**config.mk**
```make
export PLATFORM = sky130hd
export DESIGN_NAME = bitbakery_serial_frame_tx
export DESIGN_NICKNAME = d
export VERILOG_FILES = /design/src/rtl/bitbakery_serial_pkg.sv /design/src/rtl/bitbakery_serial_frame_tx_baud.sv /design/src/rtl/bitbakery_serial_frame_tx.sv
export SDC_FILE = /design/constraint.sdc
export NUM_CORES = 1
export LEC_CHECK = 0
export BUFFER_PORTS_ARGS = -buffer_cell sky130_fd_sc_hd__buf_2
export CAP_MARGIN = 0
export CORE_MARGIN = 1.5
export CORE_UTILIZATION = 40
export CTS_BUF_LIST = sky130_fd_sc_hd__clkbuf_4
export CTS_CLUSTER_DIAMETER = 120
export DETAILED_ROUTE_END_ITERATION = 6
export PLACE_DENSITY = 0.66
export SETUP_SLACK_MARGIN = 0.4
export SYNTH_ARGS = -nofsm -noshare
export SYNTH_HDL_FRONTEND = slang
export SYNTH_HIERARCHICAL = 1
export SYNTH_SLANG_ARGS = --single-unit
```
**constraint.sdc**
```tcl
create_clock -name clock -period 4.2 [get_ports clock]
set_input_delay 0.63 -clock clock [delete_from_list [all_inputs] [get_ports clock]]
set_output_delay 0.63 -clock clock [all_outputs]
set_load 0.02 [all_outputs]
```
**src/rtl/bitbakery_serial_pkg.sv**
```systemverilog
// Shared types and sizing helpers for the BitBakery serial frame transmitter.
// The optional 8E1 frame is selected with the BITBAKERY_TX_PARITY_EN macro.
package bitbakery_serial_pkg;

   typedef enum logic [2:0] {
      GAP    = 3'd0,
      START  = 3'd1,
      DATA   = 3'd2,
      PARITY = 3'd3,
      STOP   = 3'd4
   } tx_state_e;

   localparam int NUM_BYTES = 4;
   localparam int DATA_BITS = 8;

   // A counter needs at least one bit, even when the count range is degenerate.
   function automatic int cnt_w(input int n);
      return (n < 2) ? 1 : $clog2(n);
   endfunction

   function automatic int clk_cnt_w(input int clks_per_bit);
      return cnt_w(clks_per_bit);
   endfunction

   function automatic int gap_cnt_w(input int gap_bits);
      return cnt_w(gap_bits + 1);
   endfunction

endpackage

```
**src/rtl/bitbakery_serial_frame_tx_baud.sv**
```systemverilog
// Bit-time divider: one-cycle tick on the last clock of every bit period.
// A synchronous clear restarts the bit period from zero.
module serial_baud_tick
   import bitbakery_serial_pkg::*;
#(
   parameter int CLKS_PER_BIT = 434
) (
   input  logic clock,
   input  logic reset,
   input  logic clr,
   output logic tick
);

   localparam int CW = clk_cnt_w(CLKS_PER_BIT);
   localparam logic [CW-1:0] LAST = CW'(CLKS_PER_BIT - 1);

   logic [CW-1:0] cnt;

   assign tick = (cnt == LAST);

   always_ff @(posedge clock or negedge reset) begin
      if (!reset)
         cnt <= '0;
      else if (clr || tick)
         cnt <= '0;
      else
         cnt <= cnt + 1'b1;
   end

endmodule

```
**src/rtl/bitbakery_serial_frame_tx.sv**
```systemverilog
// Free-running UART transmitter: 4-byte packet then GAP_BITS idle bit-times, forever.
// Define BITBAKERY_TX_PARITY_EN for 8E1 frames instead of 8N1.
module bitbakery_serial_frame_tx
   import bitbakery_serial_pkg::*;
#(
   parameter int CLKS_PER_BIT = 434,
   parameter int GAP_BITS     = 10
) (
   input  logic       clock,
   input  logic       reset,
   input  logic [7:0] D0,
   input  logic [7:0] D1,
   input  logic [7:0] D2,
   input  logic [7:0] D3,
   output logic       saida_serial
);

   localparam int GW = gap_cnt_w(GAP_BITS);
   localparam int BW = $clog2(DATA_BITS);
   localparam int IW = $clog2(NUM_BYTES);
   localparam logic [GW-1:0] GAP_LAST  = GW'(GAP_BITS - 1);
   localparam logic [BW-1:0] BIT_LAST  = BW'(DATA_BITS - 1);
   localparam logic [IW-1:0] BYTE_LAST = IW'(NUM_BYTES - 1);

   tx_state_e state, state_nxt;
   logic [GW-1:0] gap_cnt, gap_nxt;
   logic [BW-1:0] bit_cnt, bit_nxt;
   logic [IW-1:0] byte_idx, byte_nxt;
   logic [NUM_BYTES-1:0][DATA_BITS-1:0] snap;
   logic load_snap;
   logic line_nxt;
   logic tick;

   // Bit periods run back-to-back without interruption, so the divider is never cleared.
   serial_baud_tick #(
      .CLKS_PER_BIT(CLKS_PER_BIT)
   ) u_baud (
      .clock (clock),
      .reset (reset),
      .clr   (1'b0),
      .tick  (tick)
   );

   always_ff @(posedge clock or negedge reset) begin
      if (!reset) begin
         state    <= GAP;
         gap_cnt  <= '0;
         bit_cnt  <= '0;
         byte_idx <= '0;
      end else begin
         state    <= state_nxt;
         gap_cnt  <= gap_nxt;
         bit_cnt  <= bit_nxt;
         byte_idx <= byte_nxt;
      end
   end

   always_comb begin
      state_nxt = state;
      gap_nxt   = gap_cnt;
      bit_nxt   = bit_cnt;
      byte_nxt  = byte_idx;
      load_snap = 1'b0;
      case (state)
         GAP: if (tick) begin
            if (gap_cnt == GAP_LAST) begin
               state_nxt = START;
               gap_nxt   = '0;
               load_snap = 1'b1;
            end else begin
               gap_nxt = gap_cnt + 1'b1;
            end
         end
         START: if (tick) begin
            state_nxt = DATA;
            bit_nxt   = '0;
         end
         DATA: if (tick) begin
            if (bit_cnt == BIT_LAST) begin
`ifdef BITBAKERY_TX_PARITY_EN
               state_nxt = PARITY;
`else
               state_nxt = STOP;
`endif
               bit_nxt = '0;
            end else begin
               bit_nxt = bit_cnt + 1'b1;
            end
         end
`ifdef BITBAKERY_TX_PARITY_EN
         PARITY: if (tick) state_nxt = STOP;
`endif
         STOP: if (tick) begin
            if (byte_idx == BYTE_LAST) begin
               state_nxt = GAP;
               byte_nxt  = '0;
            end else begin
               state_nxt = START;
               byte_nxt  = byte_idx + 1'b1;
            end
         end
         default: state_nxt = GAP;
      endcase
   end

   // Whole packet captured at once so a packet never mixes old and new bytes.
   always_ff @(posedge clock or negedge reset) begin
      if (!reset)
         snap <= '0;
      else if (load_snap)
         snap <= {D3, D2, D1, D0};
   end

   always_comb begin
      line_nxt = 1'b1;
      case (state)
         START:   line_nxt = 1'b0;
         DATA:    line_nxt = snap[byte_idx][bit_cnt];
`ifdef BITBAKERY_TX_PARITY_EN
         PARITY:  line_nxt = ^snap[byte_idx];
`endif
         default: line_nxt = 1'b1;
      endcase
   end

   // The line trails the state by one clock, which lands the first start edge
   // exactly GAP_BITS*CLKS_PER_BIT clocks after reset release.
   always_ff @(posedge clock or negedge reset) begin
      if (!reset)
         saida_serial <= 1'b1;
      else
         saida_serial <= line_nxt;
   end

endmodule

```
Word level (Yosys, flattened, before mapping)
Cells that the tools add are included.
{ "totals": {"reg_bits": 54} }
{ "classes": {"mux": 23, "reduce_logical": 6, "n_addsub": 4, "order_cmp": 2, "eq_ne": 13} }
{ "ops": {"columns": ["operator", "n"], "rows": [
  ["$mux W3", 9],
  ["$bmux W8 S2", 1],
  ["$ne A2 B2 Y1 const B", 6],
  ["$pmux W3 S4", 1],
  ["$add A9 B1 Y9 const B", 1],
  ["$eq A9 B9 Y1 const B", 1],
  ["$mux W9", 1],
  ["$mux W8", 1],
  ["$eq A3 B3 Y1 const B", 2],
  ["$pmux W3 S2", 1],
  ["$reduce_and A6 Y1", 1],
  ["$mux W1", 5],
  ["$add A4 B1 Y4 const B", 1],
  ["$eq A4 B4 Y1 const B", 1],
  ["$lt A3 B4 Y1 const B", 1],
  ["$mux W4", 1],
  ["$reduce_and A2 Y1", 2],
  ["$add A3 B1 Y3 const B", 1],
  ["$bmux W1 S3", 1],
  ["$eq A3 B1 Y1 const B", 1],
  ["$eq A3 B2 Y1 const B", 1],
  ["$logic_not A3 Y1", 1],
  ["$lt A2 B3 Y1 const B", 1],
  ["$reduce_and A3 Y1", 1],
  ["other kinds (5)", 5]
]} }

Longest topological paths before layout
Gate-level depths: netlist (run 1).
{ "logic_depth": {"ltp_word": 5, "ltp_mapped": 10} }

Hierarchy
The synthesis (run 1) kept the hierarchy.
{ "modules_own_cells": {"columns": ["mod", "area_each_um2", "cells_per_inst", "seq_area_each_um2", "instances"], "rows": [
  ["bitbakery_serial_frame_tx", 2270.9, 166, 1127.3, 1],
  ["serial_baud_tick", 485.5, 48, 225.2, 1]
]} }

Worst setup path after synthesis (run 1)
Ideal clock, no wire load.
{ "synth_path": {"kind": "register to register", "from": "register u_baud.cnt[2]", "to": "register snap[0] in the netlist's numbering", "n_path_buf": 2, "synth_period_minus_slack_ps": 2653, "setup_ps": 125, "t_arrival_ps": 2528, "path_slack_ps": 1547, "stages_incl_launch_ff": 9, "path_cell_list": "dfrtp_1 or3_4 nor3_1 and2b_2 nand3_2 or3_1 buf_2 buf_6 mux2_4"} }
{ "synth_between": {"elab_chain_len": 3} }
{ "synth_rtl": {"columns": ["element", "line", "rtl"], "rows": [
  ["start: declaration", "bitbakery_serial_frame_tx_baud.sv:17", "logic [CW-1:0] cnt;"],
  ["start signal: assignment", "bitbakery_serial_frame_tx_baud.sv:27", "cnt <= cnt + 1'b1;"],
  ["$eq A9 B9 Y1", "bitbakery_serial_frame_tx_baud.sv:19", "assign tick = (cnt == LAST);"],
  ["via tick", "bitbakery_serial_frame_tx.sv:32", "logic tick;"],
  ["$mux W1", "bitbakery_serial_frame_tx.sv:65", "GAP: if (tick) begin"],
  ["$mux W1", "bitbakery_serial_frame_tx.sv:64", "case (state)"],
  ["end signal: assignment", "bitbakery_serial_frame_tx.sv:111", "snap <= {D3, D2, D1, D0};"],
  ["end: declaration", "bitbakery_serial_frame_tx.sv:29", "logic [NUM_BYTES-1:0][DATA_BITS-1:0] snap;"]
]} }
The timed path passes the listed nets, and every way through them passes these cells.
A chain may end at the register's enable or synchronous reset.

Final worst setup path (run 1)
{ "layout_path": {"from": "register u_baud.cnt[2]", "to": "register snap[14] in the netlist's numbering"} }
Same word-level chain as after synthesis.

==> flow_summary.yaml, run 1 <==
sta:
  setup_viol: 0
  tightest_slew_ns: 0.985
  finalMaxSlewViolations: 0
  tns_ns: 0
  skew_ns: 0.0103
  fmax_mhz: 307
  finalCriticalPeriod_ns: 3.25
  report.final.hold_viol_count: 0
  slew_headroom: 0.343
  whs_ns: 0.343
  fin_crit_sh: 0.775
  rsz0062_at_grt: "false"
floorplanning:
  dieArea_um2: 7400
  coreArea_um2: 6720
  io_pins: 35
  rows: 30
  die_width_um: 86.0
  initial_core_util: 0.410
  die_h_um: 86.0
synthesis:
  synthXorXnorAreaFrac: 0.0159
  yosys.area_share.simple: 0.109
  synthCells: 214
  synth-compound-area-share: 0.0772
  syn_avg_cell_area_um2: 12.9
  ys_seq_area_frac: 0.491
  synth_top_family_by_area: "multiplexers"
  ys.warnings.count: 6
  synthMuxAreaShare: 0.250
  synth-edff-count: 0
  synthFlopType: "dfrtp_1"
  synthAdderAreaFrac: 0.0227
  synthArstFlopShare: 1.00
  syn-cell-area_um2: 2760
  ys_types: 45
  ys_ff_latch: 54
power:
  pwr-share-comb: 0.084
  p_leak_uw: 0.00141
  clockPowerShare: 0.262
  switching_share: 0.231
  power_density_nw_per_um2: 279
  vdd_ir_drop_max_mv: 0.128
  p_int_uw: 654
  switchingPower_uw: 197
  sequentialPowerShare: 0.654
routing:
  num_vias: 1716
  drc: 0
  wire_per_inst_um: 14.0
  drtIter0Drc: 96
  via_per_inst: 5.15
  routed_wl_um: 4670
  ant_nets: 0
  first_pass_iters: 4
worst_setup_path:
  critPathMaxFanout: 32
  cp-start-kind: "register"
  critical_path_arrival_ns: 3.51
  worst_path_max_delay_cell: "or3_2"
  critPathRequiredTime_ns: 4.46
  endpoint_kind: "register"
  critical_path.max_stage_delay_ns: 0.89
  crit_chain: "or3_4 > nor3_1 > and2b_2 > nand3_2 > or3_2 > mux2_4"
  path_class: "reg -> reg"
grt:
  overflow: 0
  antenna_found_initial: 0
  grt_pass1_vias: 1680
  grt_pass1_wl_um: 8070
  grt_usage: 0.141
  grt_max_degree: 55
cts:
  ctsResizeCount: 0
  clk_latency_ns: 0.36
  htreeDepth: 2
  cts_tree: "yes"
  cts_root_buffer: "clkbuf_4"
  clk_path_buf_depth: 2
  ctsHoldBuffers: 0
  tritoncts_num_sinks: 54
  cts_setup_buffers: 0
  cts.clk_slew.worst_paths_ns: 0.15
  cts_inserted_buffers: 5
layout:
  mostFrequentLayoutCells: "53 x dfrtp_1, 34 x buf_2, 30 x mux2_4, 12 x nand2_1, 10 x nor2_1"
  drive_above_1_share: 0.356
  final_common_cell: "dfrtp_1"
  fin_nets: 291
  diodes: 0
  nFillCells: 622
  syn2layout_area_growth_pct: 10.6
flow_run:
  cap_violations: 0
placed_design:
  dp_hpwl_um: 3370
  gp_congestion: 0.831
  placement.io_buffers: 34
min_path:
  holdCritPathClass: "in -> async"
status:
  status: "complete, no violations"
area by class of cell:
cell class              count  area [µm²]  area share
clock buffers               6        45.0      0.0148
flip-flops and latches     54        1350       0.444
well taps                  80         100      0.0328
inverters                   9        33.8      0.0111
multi-input cells         147        1330       0.436
repair buffers             35         178      0.0583
clock inverters             2        8.76     0.00287
power by group through the flow:
stage | logic, µW | clock network [µW] | registers [µW]
final | 71.6 | 223 | 556
after global placement | 71.8 | 0 | 565
after detailed placement | 73.9 | 0 | 566
after floorplan | 41.9 | 0 | 561
after CTS | 74.0 | 237 | 557
after global routing | 80.5 | 265 | 560
synthesized netlist by cell type (2+ instances only):
master,n,area share
dfrtp_1,53,0.48
mux2_4,30,0.16
nand2_1,12,0.016
nor2_1,10,0.014
inv_1,9,0.012
o21ai_0,8,0.015
mux2i_1,7,0.025
nand3_1,7,0.013
a31oi_1,6,0.014
ha_1,5,0.023
mux2_2,5,0.020
mux4_2,5,0.041
a21oi_1,4,0.0073
and3_1,4,0.0091
nand2b_1,4,0.0091
buf_2,3,0.0054
buf_6,3,0.012
nor3_1,3,0.0054
or3_1,3,0.0068
xnor2_1,3,0.0095
a22o_1,2,0.0064
clkbuf_1,2,0.0027
nor2b_1,2,0.0045
o41ai_1,2,0.0064
xor2_1,2,0.0064
critical path: cells and delay by family (launching register included):
kind | cells | cell delay, ns
muxes | 1 | 0.44
and+or+nand+nor | 5 | 2.21
DFF | 1 | 0.47
state kept, by name (all words and copies together) (netlist names):
register,cells
state,3
gap_cnt,4
byte_idx,2
u_baud/cnt,9
saida_serial,1
bit_cnt,3
snap,32
worst paths after layout:
| kind | start | end | slack, ns | cells past startpoint |
|---|---|---|---|---|
| setup / recovery | u_baud/cnt[2]$_DFF_PN0_ | snap[14]$_DFFE_PN0P_ | 0.95 | 6 |
| hold / removal | reset | snap[9]$_DFFE_PN0P_ | 0.34 | 2 |
| setup reg to reg | u_baud/cnt[2]$_DFF_PN0_ | snap[14]$_DFFE_PN0P_ | 0.95 | 6 |
| hold reg to reg | snap[18]$_DFFE_PN0P_ | snap[18]$_DFFE_PN0P_ | 0.52 | 1 |
| max in group asynchronous | reset | snap[13]$_DFFE_PN0P_ | 3.38 | 2 |
| min in group clock | D3[1] | snap[25]$_DFFE_PN0P_ | 0.48 | 2 |
metrics by stage:
step	setup slack [ns]	util	cell area [µm²]	cells	total power, µW
final	0.945	0.454	3050	333	851
after detailed placement	0.939	0.446	2990	325	640
after global placement	1.01	0.446	2990	325	637
after global routing	0.703	0.454	3050	333	905
after CTS	0.902	0.454	3050	333	867
after floorplan	1.55	-	2770	218	603
logic make-up (layout without fill, tap and decap cells):
kind of cell,count (synthesis),count (layout)
AO/OA/AOI/OAI,30,30
other,1,5
flip-flops,54,54
AND/OR/NAND/NOR,55,55
buffers and inverters,17,52
adder cells (fa/ha/maj),5,5
XOR/XNOR,5,5
multiplexers,47,47
per-layer routing:
metal	GRT usage	vias to the layer above	part of all wire
met1	0.200	831	0.48
met2	0.212	35	0.47
li1	-	846	-
met3	0.0414	4	0.040
met4	0.0352	0	0.0092
met5	0	-	0
Note: power is estimated with default switching activity, not from simulation.
==> inputs of run 2 (changes only) <==
--- a/config.mk
+++ b/config.mk
@@ -12,7 +12,7 @@
 export CTS_BUF_LIST = sky130_fd_sc_hd__clkbuf_4
 export CTS_CLUSTER_DIAMETER = 120
 export DETAILED_ROUTE_END_ITERATION = 6
-export PLACE_DENSITY = 0.66
+export PLACE_DENSITY = 0.68
 export SETUP_SLACK_MARGIN = 0.4
 export SYNTH_ARGS = -nofsm -noshare
 export SYNTH_HDL_FRONTEND = slang
==> constraint.sdc (replaced) <==
create_clock -name clock -period 2.98 [get_ports clock]
set_input_delay 0.447 -clock clock [delete_from_list [all_inputs] [get_ports clock]]
set_output_delay 0.447 -clock clock [all_outputs]
set_load 0.02 [all_outputs]
==> run 2 against run 1 <==
Effect of this change:
- hold slack got worse by 0.076 ns
- global-route usage increased by 0.32 points
- sequential share of layout area decreased by 0.97 points
- clock-buffer cell count decreased by 1
- combinational power increased by 49%
- critical path type unchanged
- non-clock buffer count increased by 6
- die area unchanged
- power increased by 45%
- clock power increased by 55%
- sequential cell count unchanged
- register-to-register slack got worse by 0.44 ns
==> flow_summary.yaml, run 2 (synthesis results as in run 1) <==
status:
  status: "complete, no violations"
routing:
  first_pass_iters: 4
  ant_nets: 0
  via_per_inst: 5.18
  num_vias: 1755
  routed_wl_um: 4830
  drtIter0Drc: 85
  wire_per_inst_um: 14.2
  drc: 0
sta:
  tightest_slew_ns: 0.591
  fmax_mhz: 404
  fin_crit_sh: 0.830
  rsz0062_at_grt: "false"
  whs_ns: 0.267
  skew_ns: 0.0254
  finalCriticalPeriod_ns: 2.47
  report.final.hold_viol_count: 0
  setup_viol: 0
  finalMaxSlewViolations: 0
  slew_headroom: 0.606
  tns_ns: 0
power:
  p_total_uw: 1240
  p_leak_uw: 0.00145
  vdd_ir_drop_max_mv: 0.186
  power_density_nw_per_um2: 396
worst_setup_path:
  critical_path_arrival_ns: 2.75
  critPathMaxFanout: 32
  r2r-start: "u_baud/cnt[2]$_DFF_PN0_"
  cp-start-kind: "register"
  critPathRequiredTime_ns: 3.26
  crit_path_end: "snap[9]$_DFFE_PN0P_"
  worstSetupStartpoint: "u_baud/cnt[2]$_DFF_PN0_"
  timing.rr.end: "snap[9]$_DFFE_PN0P_"
  worst-r2r-cell-count: 7
  crit_chain: "or3_4 > nor3_2 > and2b_2 > nand3_2 > or3_2 > buf_8 > mux2_4"
  path_class: "reg -> reg"
  rrSetupSlack_ns: 0.51
  critical_path.max_stage_delay_ns: 0.48
  worst_path_max_delay_cell: "dfrtp_1"
  endpoint_kind: "register"
layout:
  fin_nets: 297
  mostFrequentLayoutCells: "52 x dfrtp_1, 34 x buf_2, 30 x mux2_4, 12 x nand2_1, 10 x nor2_1"
  stdcell_count: 339
  nFillCells: 602
  drive_above_1_share: 0.378
  fin_util: 0.464
  syn2layout_area_growth_pct: 13.2
  diodes: 0
  final_common_cell: "dfrtp_1"
  top_register: "snap"
  reg.largest.list: "snap (32), u_baud/cnt (9), gap_cnt (4)"
  largest_reg_flops: 32
floorplanning:
  die_width_um: 86.0
  io_pins: 35
  initial_core_util: 0.410
  die_h_um: 86.0
  rows: 30
  coreArea_um2: 6720
  dieArea_um2: 7400
cts:
  htreeDepth: 2
  cts_tree: "yes"
  cts_inserted_buffers: 5
  clk_latency_ns: 0.39
  clk_path_buf_depth: 2
  cts_root_buffer: "clkbuf_4"
  tritoncts_num_sinks: 54
  cts.clk_slew.worst_paths_ns: 0.18
placed_design:
  placement.io_buffers: 34
  place_inst: 328
  dp_hpwl_um: 3540
  gp_congestion: 0.758
grt:
  grt_pass1_wl_um: 8300
  grt_max_degree: 33
  antenna_found_initial: 0
  grt_pass1_vias: 1734
  overflow: 0
  grt_usage: 0.144
flow_run:
  cap_violations: 0
min_path:
  holdCritPathClass: "in -> reg"
==> run 2: power by group <==
group	internal [µW]	switching, µW	total [µW]	leakage, µW
clock network	100	244	345	0.0000362
registers	762	21.9	784	0.000672
logic	64.5	42.3	107	0.000738
total	927	309	1240	0.00145
==> run 2: final cells by class <==
cell class	instances	area, µm²	share of cell area
clock inverter	3	26.3	0.00842
sequential	54	1350	0.434
tap	80	100	0.0321
timing repair buffer	41	233	0.0746
inverter	9	33.8	0.0108
multi-input combinational	147	1340	0.428
clock buffer	5	37.5	0.0120
==> run 2: repair_timing <==
action,in CTS,in global routing
endpoints found under the hold margin,9,0
resized for setup,1,3
buffers inserted,0,2
gates cloned,0,0
setup endpoints to repair,31,32
hold buffers,1,0
==> run 2: critical path: cells and delay by family, from the launching register on <==
kind                   cells  cell delay [ns]
and+or+nand+nor            5             1.35
buffers and inverters      1             0.22
muxes                      1             0.33
DFF                        1             0.48
==> run 2: per-stage QoR <==
stage          setup WS [ns]  cell area, µm²
6_report               0.506            3120
5_1_grt                0.412            3120
4_1_cts                0.428            3100
3_5_place_dp           0.372            3020
3_3_place_gp           0.410            3020
2_1_floorplan          0.496            2780
==> run 2: per-layer routing <==
| layer | vias up | global-route usage | share of wire |
|---|---|---|---|
| li1 | 870 | - | - |
| met1 | 857 | 0.194 | 0.48 |
| met2 | 26 | 0.229 | 0.49 |
| met3 | 2 | 0.0346 | 0.027 |
| met4 | 0 | 0.0484 | 0.0091 |
| met5 | - | 0 | 0 |
==> run 2: worst min-delay path by stage <==
stage / start / to / slack (ns) / depth (start not counted)
after floorplan: reset / bit_cnt[0]$_DFFE_PN0P_ / 0.15 / 0
after global placement: reset / u_baud/cnt[0]$_DFF_PN0_ / 0.33 / 1
after detailed placement: reset / u_baud/cnt[0]$_DFF_PN0_ / 0.34 / 1
after CTS: D0[0] / snap[0]$_DFFE_PN0P_ / 0.26 / 2
after global routing: D0[0] / snap[0]$_DFFE_PN0P_ / 0.22 / 2
final: D0[0] / snap[0]$_DFFE_PN0P_ / 0.27 / 2
